**src/rtl/uart_pkg.sv**
```systemverilog
// Shared UART definitions: FSM state encoding and baud divisor helper, reused by the receiver.
// The PARITY state exists only when UART_TX_PARITY_EN is defined.
package uart_pkg;

   typedef enum logic [2:0] {
      IDLE   = 3'd0,
      START  = 3'd1,
      DATA   = 3'd2,
`ifdef UART_TX_PARITY_EN
      PARITY = 3'd3,
`endif
      STOP   = 3'd4
   } uart_state_e;

   // Clock cycles per serial bit; integer division, any remainder is dropped.
   function automatic int baud_cnt_max(input int clk_freq, input int uart_bps);
      return clk_freq / uart_bps;
   endfunction

endpackage

```
**src/rtl/uart_tx_fifo.sv**
```systemverilog
// Single-clock synchronous FIFO for the UART transmitter; registered full/empty flags.
// push is ignored while full, pop is ignored while empty; rd_data shows the head entry.
module uart_tx_fifo #(
   parameter int DEPTH = 16,
   parameter int WIDTH = 8
) (
   input  logic             clk,
   input  logic             rst_n,
   input  logic             push,
   input  logic [WIDTH-1:0] wr_data,
   input  logic             pop,
   output logic [WIDTH-1:0] rd_data,
   output logic             full,
   output logic             empty
);

   localparam int AW = $clog2(DEPTH);
   localparam logic [AW:0] PTR_ONE = {{AW{1'b0}}, 1'b1};

   logic [WIDTH-1:0] mem [DEPTH];
   logic [AW:0]      wr_ptr, rd_ptr, wr_ptr_nx, rd_ptr_nx;
   logic             wr_en, rd_en;

   assign wr_en     = push & ~full;
   assign rd_en     = pop & ~empty;
   assign wr_ptr_nx = wr_en ? wr_ptr + PTR_ONE : wr_ptr;
   assign rd_ptr_nx = rd_en ? rd_ptr + PTR_ONE : rd_ptr;
   assign rd_data   = mem[rd_ptr[AW-1:0]];

   always_ff @(posedge clk) begin
      if (wr_en) mem[wr_ptr[AW-1:0]] <= wr_data;
   end

   // Flags are computed from the next pointers so they are registered yet current.
   always_ff @(posedge clk or negedge rst_n) begin
      if (!rst_n) begin
         wr_ptr <= '0;
         rd_ptr <= '0;
         full   <= 1'b0;
         empty  <= 1'b1;
      end else begin
         wr_ptr <= wr_ptr_nx;
         rd_ptr <= rd_ptr_nx;
         empty  <= (wr_ptr_nx == rd_ptr_nx);
         full   <= (wr_ptr_nx[AW] != rd_ptr_nx[AW]) &&
                   (wr_ptr_nx[AW-1:0] == rd_ptr_nx[AW-1:0]);
      end
   end

endmodule

```
**src/rtl/uart_tx.sv**
```systemverilog
// Buffered UART transmitter: 8N1 frames from a FIFO, back-to-back with no idle gap.
// Define UART_TX_PARITY_EN to insert an even-parity bit between bit 7 and the stop bit.
module uart_tx
   import uart_pkg::*;
#(
   parameter int UART_BPS   = 115200,
   parameter int CLK_FREQ   = 50_000_000,
   parameter int FIFO_DEPTH = 16
) (
   input  logic        clk,
   input  logic        rst_n,
   input  logic [7:0]  pi_data,
   input  logic        pi_flag,
   output logic        tx,
   output logic        busy,
   output logic        full,
   output logic        overflow,
   output uart_state_e dbg_state
);

   localparam int BAUD_CNT_MAX = baud_cnt_max(CLK_FREQ, UART_BPS);
   localparam int CNT_W = (BAUD_CNT_MAX > 1) ? $clog2(BAUD_CNT_MAX) : 1;
   localparam logic [CNT_W-1:0] CNT_LAST = CNT_W'(BAUD_CNT_MAX - 1);

   uart_state_e      state, state_nx;
   logic [CNT_W-1:0] baud_cnt;
   logic [2:0]       bit_idx;
   logic [7:0]       frame_data;
   logic [7:0]       fifo_rd_data;
   logic             fifo_empty, fifo_pop;
   logic             baud_last, tx_nx;

   uart_tx_fifo #(.DEPTH(FIFO_DEPTH), .WIDTH(8)) u_fifo (
      .clk     (clk),
      .rst_n   (rst_n),
      .push    (pi_flag),
      .wr_data (pi_data),
      .pop     (fifo_pop),
      .rd_data (fifo_rd_data),
      .full    (full),
      .empty   (fifo_empty)
   );

   assign baud_last = (baud_cnt == CNT_LAST);
   assign busy      = (state != IDLE) | ~fifo_empty;
   assign dbg_state = state;

   // tx_nx is the line level for the current state; it is registered one cycle later.
   always_comb begin
      state_nx = state;
      fifo_pop = 1'b0;
      tx_nx    = 1'b1;
      case (state)
         IDLE: begin
            if (!fifo_empty) begin
               fifo_pop = 1'b1;
               state_nx = START;
            end
         end
         START: begin
            tx_nx = 1'b0;
            if (baud_last) state_nx = DATA;
         end
         DATA: begin
            tx_nx = frame_data[bit_idx];
            if (baud_last && bit_idx == 3'd7) begin
`ifdef UART_TX_PARITY_EN
               state_nx = PARITY;
`else
               state_nx = STOP;
`endif
            end
         end
`ifdef UART_TX_PARITY_EN
         PARITY: begin
            tx_nx = ^frame_data;
            if (baud_last) state_nx = STOP;
         end
`endif
         STOP: begin
            tx_nx = 1'b1;
            if (baud_last) begin
               if (!fifo_empty) begin
                  fifo_pop = 1'b1;
                  state_nx = START;
               end else begin
                  state_nx = IDLE;
               end
            end
         end
         default: state_nx = IDLE;
      endcase
   end

   always_ff @(posedge clk or negedge rst_n) begin
      if (!rst_n) begin
         state      <= IDLE;
         baud_cnt   <= '0;
         bit_idx    <= '0;
         frame_data <= '0;
         tx         <= 1'b1;
         overflow   <= 1'b0;
      end else begin
         state    <= state_nx;
         tx       <= tx_nx;
         overflow <= pi_flag & full;
         if (fifo_pop) frame_data <= fifo_rd_data;
         // STOP->START counts as a state entry even though it leaves and re-enters framing.
         if (state_nx != state || baud_last) baud_cnt <= '0;
         else if (state != IDLE)             baud_cnt <= baud_cnt + 1'b1;
         if (state != DATA)  bit_idx <= '0;
         else if (baud_last) bit_idx <= bit_idx + 3'd1;
      end
   end

endmodule

```
**config.mk**
```make
export PLATFORM = sky130hd
export DESIGN_NAME = uart_tx
export DESIGN_NICKNAME = d
export VERILOG_FILES = /design/src/rtl/uart_pkg.sv /design/src/rtl/uart_tx_fifo.sv /design/src/rtl/uart_tx.sv
export SDC_FILE = /design/constraint.sdc
export NUM_CORES = 1
export LEC_CHECK = 0
export CAP_MARGIN = 40
export CORE_ASPECT_RATIO = 0.75
export CORE_UTILIZATION = 48
export CTS_CLUSTER_SIZE = 10
export DETAILED_ROUTE_END_ITERATION = 10
export GPL_TIMING_DRIVEN = 0
export MAX_ROUTING_LAYER = met4
export PLACE_DENSITY = 0.66
export SYNTH_ARGS = -nofsm -noshare
export SYNTH_HDL_FRONTEND = slang
export SYNTH_SLANG_ARGS = --single-unit
```
**constraint.sdc**
```tcl
create_clock -name clk -period 5.63 [get_ports clk]
set_input_delay 0.8445 -clock clk [delete_from_list [all_inputs] [get_ports clk]]
set_output_delay 0.8445 -clock clk [all_outputs]
set_load 0.01 [all_outputs]
```
**After elaboration in Yosys (flattened, before gate mapping)**

Memory sizes are Yosys's and may differ from the RTL's. A register that Yosys moved wholly into a read port is not among the register bits.
Index checks and enable logic that the tools add are counted.

- Memory bits (writable): 128
- Bits of input ports: 11
- Bits in registers: 29
- Output and inout port bits: 7
- Memories kept: 1
- Logic and storage cells: 59

Memory list:

| memory | words | bits a word | read ports | clocked after Yosys merged registers in | write ports | RTL line | RTL |
|---|---|---|---|---|---|---|---|
| u_fifo.mem | 16 | 8 | 1 | 1 | 1 | uart_tx_fifo.sv:20 | `logic [WIDTH-1:0] mem [DEPTH];` |

- Muxes and demuxes: 20
- Reduce and logical (&&, ||, !) cells: 8
- Eq/ne operators: 10
- Bitwise operators: 6
- Magnitude comparators: 1
- Add/subtract/negate cells: 4

Operator list:

| cell | number |
|---|---|
| 3-bit two-way mux | 6 |
| 9-bit two-way mux | 2 |
| 3-bit one-hot mux with 4 select lines | 1 |
| 5-bit by 1-bit adder with 5-bit output, second input constant | 2 |
| 5-bit two-way mux | 2 |
| 9-bit by 1-bit adder with 9-bit output, second input constant | 1 |
| 9-bit equality test, second input constant | 1 |
| 3-bit equality test, second input constant | 2 |
| 1-bit two-way mux | 6 |
| 5-bit equality test | 1 |
| 4-bit equality test | 1 |
| 3-bit by 4-bit < comparator with 1-bit output, second input constant | 1 |
| 1-bit one-hot mux with 2 select lines | 2 |
| 2-bit nonzero test | 2 |
| 3-bit by 1-bit adder with 3-bit output, second input constant | 1 |
| 1-bit AND | 3 |
| 1-bit binary-select mux with 3-bit select | 1 |
| 3-bit by 1-bit equality test with 1-bit output, second input constant | 1 |
| 3-bit by 2-bit equality test with 1-bit output, second input constant | 1 |
| 3-bit logical NOT | 1 |
| 3-bit by 2-bit != test with 1-bit output, second input constant | 1 |
| 3-bit != test | 1 |
| 3-bit nonzero test | 1 |
| 1-bit logical AND | 2 |
| other kinds (5) | 6 |

**Logic depth before layout (Yosys ltp)**

Gate-level depths: netlist (run 1).

- Depth in word-level cells: 7
- Gate-level depth with buffers: 9
- Depth with buffers taken out: 7

**Modules after synthesis**

From an unflattened synthesis (run 1), not the netlist that was laid out.

- Cells, all modules: 371
- Area, all modules: 6752.7 µm²

Modules (own cells, without submodules):

| module | cells each | instances | area each (µm²) | seq. area each (µm²) |
|---|---|---|---|---|
| uart_tx_fifo | 265 | 1 | 5522.8 | 4145.2 |
| uart_tx | 106 | 1 | 1229.9 | 626.9 |

**Least setup slack after synthesis (run 1)**

No wires, ideal clock.

- Path type: reg2reg
- Start: reg u_fifo.rd_ptr[0]
- End: reg frame_data[5] (read register of u_fifo.mem)
- Period minus slack after synthesis: 2019 ps
- Data arrival time: 1894 ps
- Library setup time: 125 ps
- Cell stages (with the launch flop): 6
- Buffers on the path: 2
- Data required time: 5505 ps
- Slack: 3611 ps
- Path through: dfrtp_1 -> buf_6 -> buf_8 -> mux4_1 -> mux4_2 -> mux2_2

RTL lines:

| item | RTL line | RTL |
|---|---|---|
| start: declaration | uart_tx_fifo.sv:21 | `logic [AW:0] wr_ptr, rd_ptr, wr_ptr_nx, rd_ptr_nx;` |
| start signal: assignment | uart_tx_fifo.sv:43 | `rd_ptr <= rd_ptr_nx;` |
| end: declaration | uart_tx.sv:28 | `logic [7:0] frame_data;` |

**Worst setup path in the final report (run 1)**

- Start: reg state[1] (netlist: dbg_state[1])
- End: out busy

- Word-level cells in the longest chain between the ends: 2

Ends and longest elaborated chain:

| item | RTL line | RTL |
|---|---|---|
| start: declaration | uart_tx.sv:25 | `uart_state_e state, state_nx;` |
| start signal: assignment | uart_tx.sv:104 | `state <= state_nx;` |
| 3-bit nonzero test | uart_tx.sv:45 | `assign busy = (state != IDLE) \| ~fifo_empty;` |
| 1-bit OR | uart_tx.sv:45 |  |
| end: declaration | uart_tx.sv:15 | `output logic busy,` |

No other way between the ends.

==> flow_summary_export.csv, run 1 <==
group,metric,value,unit
setup_path,rr_startpoint,"u_fifo.rd_ptr[0]",
sta,rsz0062_at_grt,"false",
sta,setup_tns,0,ps
pwr,leakagePower,0.00289,uW
setup_path,slowest_stage,"clkdlybuf4s50_1",
cells_and_area,fin_nets,447,
sta,finalSetupViolCount,0,
pwr,cellPowerDensity,376,nW/um2
setup_path,worstPathArrival,1860,ps
hold_path,holdCritPathClass,"register to register",
setup_path,critPathMaxFanout,10,
status,status,"completed",
cells_and_area,antenna_cells,0,
global_route,antenna_found_initial,0,
route,vias,3633,
sta,hold_viol,0,
floorplanning,rows,38,
global_route,grt_max_degree,38,
global_route,grt_pass1_wl,21500,um
yosys,synth_ff_type,"edfxtp_1",
global_route,grt.total_usage,20.8,%
route,via_per_inst,5.68,
yosys,syn_inst,391,
setup_path,cp_cell_sequence,"clkbuf_1 -> nor3_1 -> nand2_1 -> clkdlybuf4s50_1",
yosys,synth.avg_cell_area,18.1,um2
setup_path,required,4790,ps
sta,slew_headroom,43.7,%
setup_path,timing.critical_path.from,"dbg_state[1]",
yosys,synth_nets,411,
route,postRouteAntennaNets,0,
setup_path,criticalPathCategory,"register to output pin",
cts,root_buffer,"clkbuf_16",
floorplanning,design.die.area,15200,um2
placement,dp.cells,608,
cts,cts_tree,"built",
setup_path,crit_path_end_kind,"output pin",
setup_path,r2r_slack,3320,ps
floorplanning,die_y,107,um
cells_and_area,drive_above_1_share,19.1,%
cts,cts_setup_buffers,0,
route,drtIter0Drc,347,
cells_and_area,final_cell_mix,"edfxtp_1, dfrtp_1, mux4_2",
yosys,ys_types,46,
setup_path,worst_path_largest_cell_delay,480,ps
floorplanning,io_pins,18,
yosys,synthArstFlopShare,22.4,%
cts,cts_buffers,17,
yosys,yosysSeqAreaShare,67.4,%
hold_path,hp-start,"u_fifo.rd_ptr[4]",
floorplanning,die_w,142,um
global_route,grt_remaining_overflow,0,
pwr,peakVddDrop,0.273,mV
yosys,yosysWarnings,0,
cells_and_area,final_common_cell,"edfxtp_1",
sta,finalCriticalPeriod,2710,ps
cells_and_area,syn_to_final_growth,14.7,%
route,firstDrtPassIters,5,
sta,clock_skew,13.1,ps
cells_and_area,n_fill_cell,1127,
placement,place.detailed.hpwl,9210,um
sta,worst_pin_slew,845,ps
cts,clkTransAtPathRegs,70,ps
route,drc,0,
placement,portBuffers,17,
sta,max_freq,369,MHz
cells_and_area,post_layout_nonfiller_instances,640,
cts,htree_num_levels,4,
route,wl_per_cell,22.0,um
yosys,synth_area,7080,um2
yosys,synth_edf_count,128,
placement,gp_congestion,0.803,
cts,cts_sinks,165,
yosys,ys_ff_latch,165,
floorplanning,initial_core_util,49.0,%
cts,cts_resized,0,
sta,slew_violations,0,
cts,clock_path_buffers,2,
cts,clock_latency,420,ps
route,drt_wl_total,14100,um
floorplanning,core_region_area,14500,um2
run,maxCapViolCount,0,
cts,cts_hold_buf,0,
setup_path,start_kind,"register",
sta,finalCritPeriodShare,48.1,%
global_route,grt_pass1_vias,3486,
==> power breakdown <==
part	internal [uW]	leakage [uW]	switching, uW
sequential	1430	0.00162	32.7
combinational	143	0.000978	223
clock	730	0.000298	492
total	2310	0.00289	747
==> layout make-up <==
cell class / count / area [um2] / area share, %
timing repair buffer: 17 / 165 / 2.03
buffer: 19 / 141 / 1.74
inverter: 8 / 30.0 / 0.370
tap: 200 / 250 / 3.08
sequential: 165 / 4770 / 58.8
clock buffer: 20 / 457 / 5.63
clock inverter: 12 / 166 / 2.05
multi-input combinational: 199 / 2130 / 26.3
==> logic make-up after synthesis <==
group / share of synthesized area (%)
flops: 67.4
simple gates: 6.58
mux: 15.9
xor+xnor: 3.94
buf+inv: 2.42
compound gates: 2.17
fa+ha+maj: 1.59
==> flip-flops by register name, indices dropped and copies added, names as in the netlist <==
register	flops
baud_cnt	9
tx	1
u_fifo.wr_ptr	5
u_fifo.full	1
dbg_state	3
frame_data	8
u_fifo.rd_ptr	5
u_fifo.empty	1
u_fifo.mem	128
bit_idx	3
overflow	1
==> synthesized netlist by cell type (3+ instances only) <==
library cell / instances / area (um2)
inv_1: 8 / 30.0
mux2_2: 9 / 101
xnor2_1: 8 / 70.1
dfrtp_1: 35 / 876
and2_1: 16 / 100
nor2_1: 21 / 78.8
mux4_2: 27 / 608
nand4_1: 3 / 18.8
nand2_1: 19 / 71.3
ha_1: 9 / 113
and4b_1: 3 / 30.0
clkbuf_1: 8 / 30.0
a211oi_1: 5 / 37.5
edfxtp_1: 128 / 3840
xor2_1: 16 / 140
buf_6: 4 / 45.0
mux4_1: 15 / 394
nor3_1: 7 / 35.0
and3_1: 3 / 18.8
nand3_1: 4 / 20.0
buf_2: 3 / 15.0
nand2b_1: 4 / 25.0
a21oi_1: 4 / 20.0
==> final timing paths <==
check | endpoint | depth (start not counted)
min in group asynchronous | baud_cnt[2] | 1
worst max-delay path | busy | 4
worst min register to register | u_fifo.rd_ptr[4] | 1
worst min-delay path | u_fifo.rd_ptr[4] | 1
worst max register to register | frame_data[4] | 5
max in group asynchronous | dbg_state[2] | 1
==> routing by layer <==
layer / routed length [um] / part of all wire (%) / vias to the layer above / global-route usage (%)
met3: 772 / 5.5 / 10 / 4.15
met4: 124 / 0.88 / 0 / 6.68
met5: 0 / 0 / - / -
met2: 6230 / 44 / 101 / 27.7
li1: - / - / 1611 / -
met1: 6960 / 49 / 1911 / 32.0
==> critical path: cells and delay by family, from the launching register on <==
| kind | cells | cell delay [ps] |
|---|---|---|
| buf+inv | 2 | 670 |
| flops | 1 | 370 |
| simple gates | 2 | 400 |
==> metrics by stage <==
step	area [um2]	worst slack, ps	power [uW]	hold WS, ps	util (%)
6_report	8120	2920	3050	481	56.2
5_1_grt	8120	2750	3160	517	56.2
4_1_cts	8120	2860	3070	482	56.2
3_5_place_dp	7490	2610	1850	470	51.8
3_3_place_gp	7500	2660	1840	459	51.9
2_1_floorplan	7080	3610	1720	443	-
(Power assumes the default switching activity.)
==> run 2: changes to the inputs <==
==> constraint.sdc (replaced) <==
create_clock -name clk -period 2.55 [get_ports clk]
set_input_delay 0.3825 -clock clk [delete_from_list [all_inputs] [get_ports clk]]
set_output_delay 0.3825 -clock clk [all_outputs]
set_load 0.01 [all_outputs]
==> results of run 2 <==
Same layout as run 1 (identical final DEF). Status: completed.
Main changes from that run: setup slack after placement 2610 ps -> -11.9 ps; setup slack after layout 2920 ps -> 240 ps; hold slack 481 ps -> 65.6 ps; start point of the critical path dbg_state[1] -> u_fifo.rd_ptr[0]; end point of the critical path busy -> frame_data[4]; register-to-register setup slack 3320 ps -> 240 ps; total power 3050 uW -> 6740 uW; worst IR drop on VDD 0.273 mV -> 0.602 mV
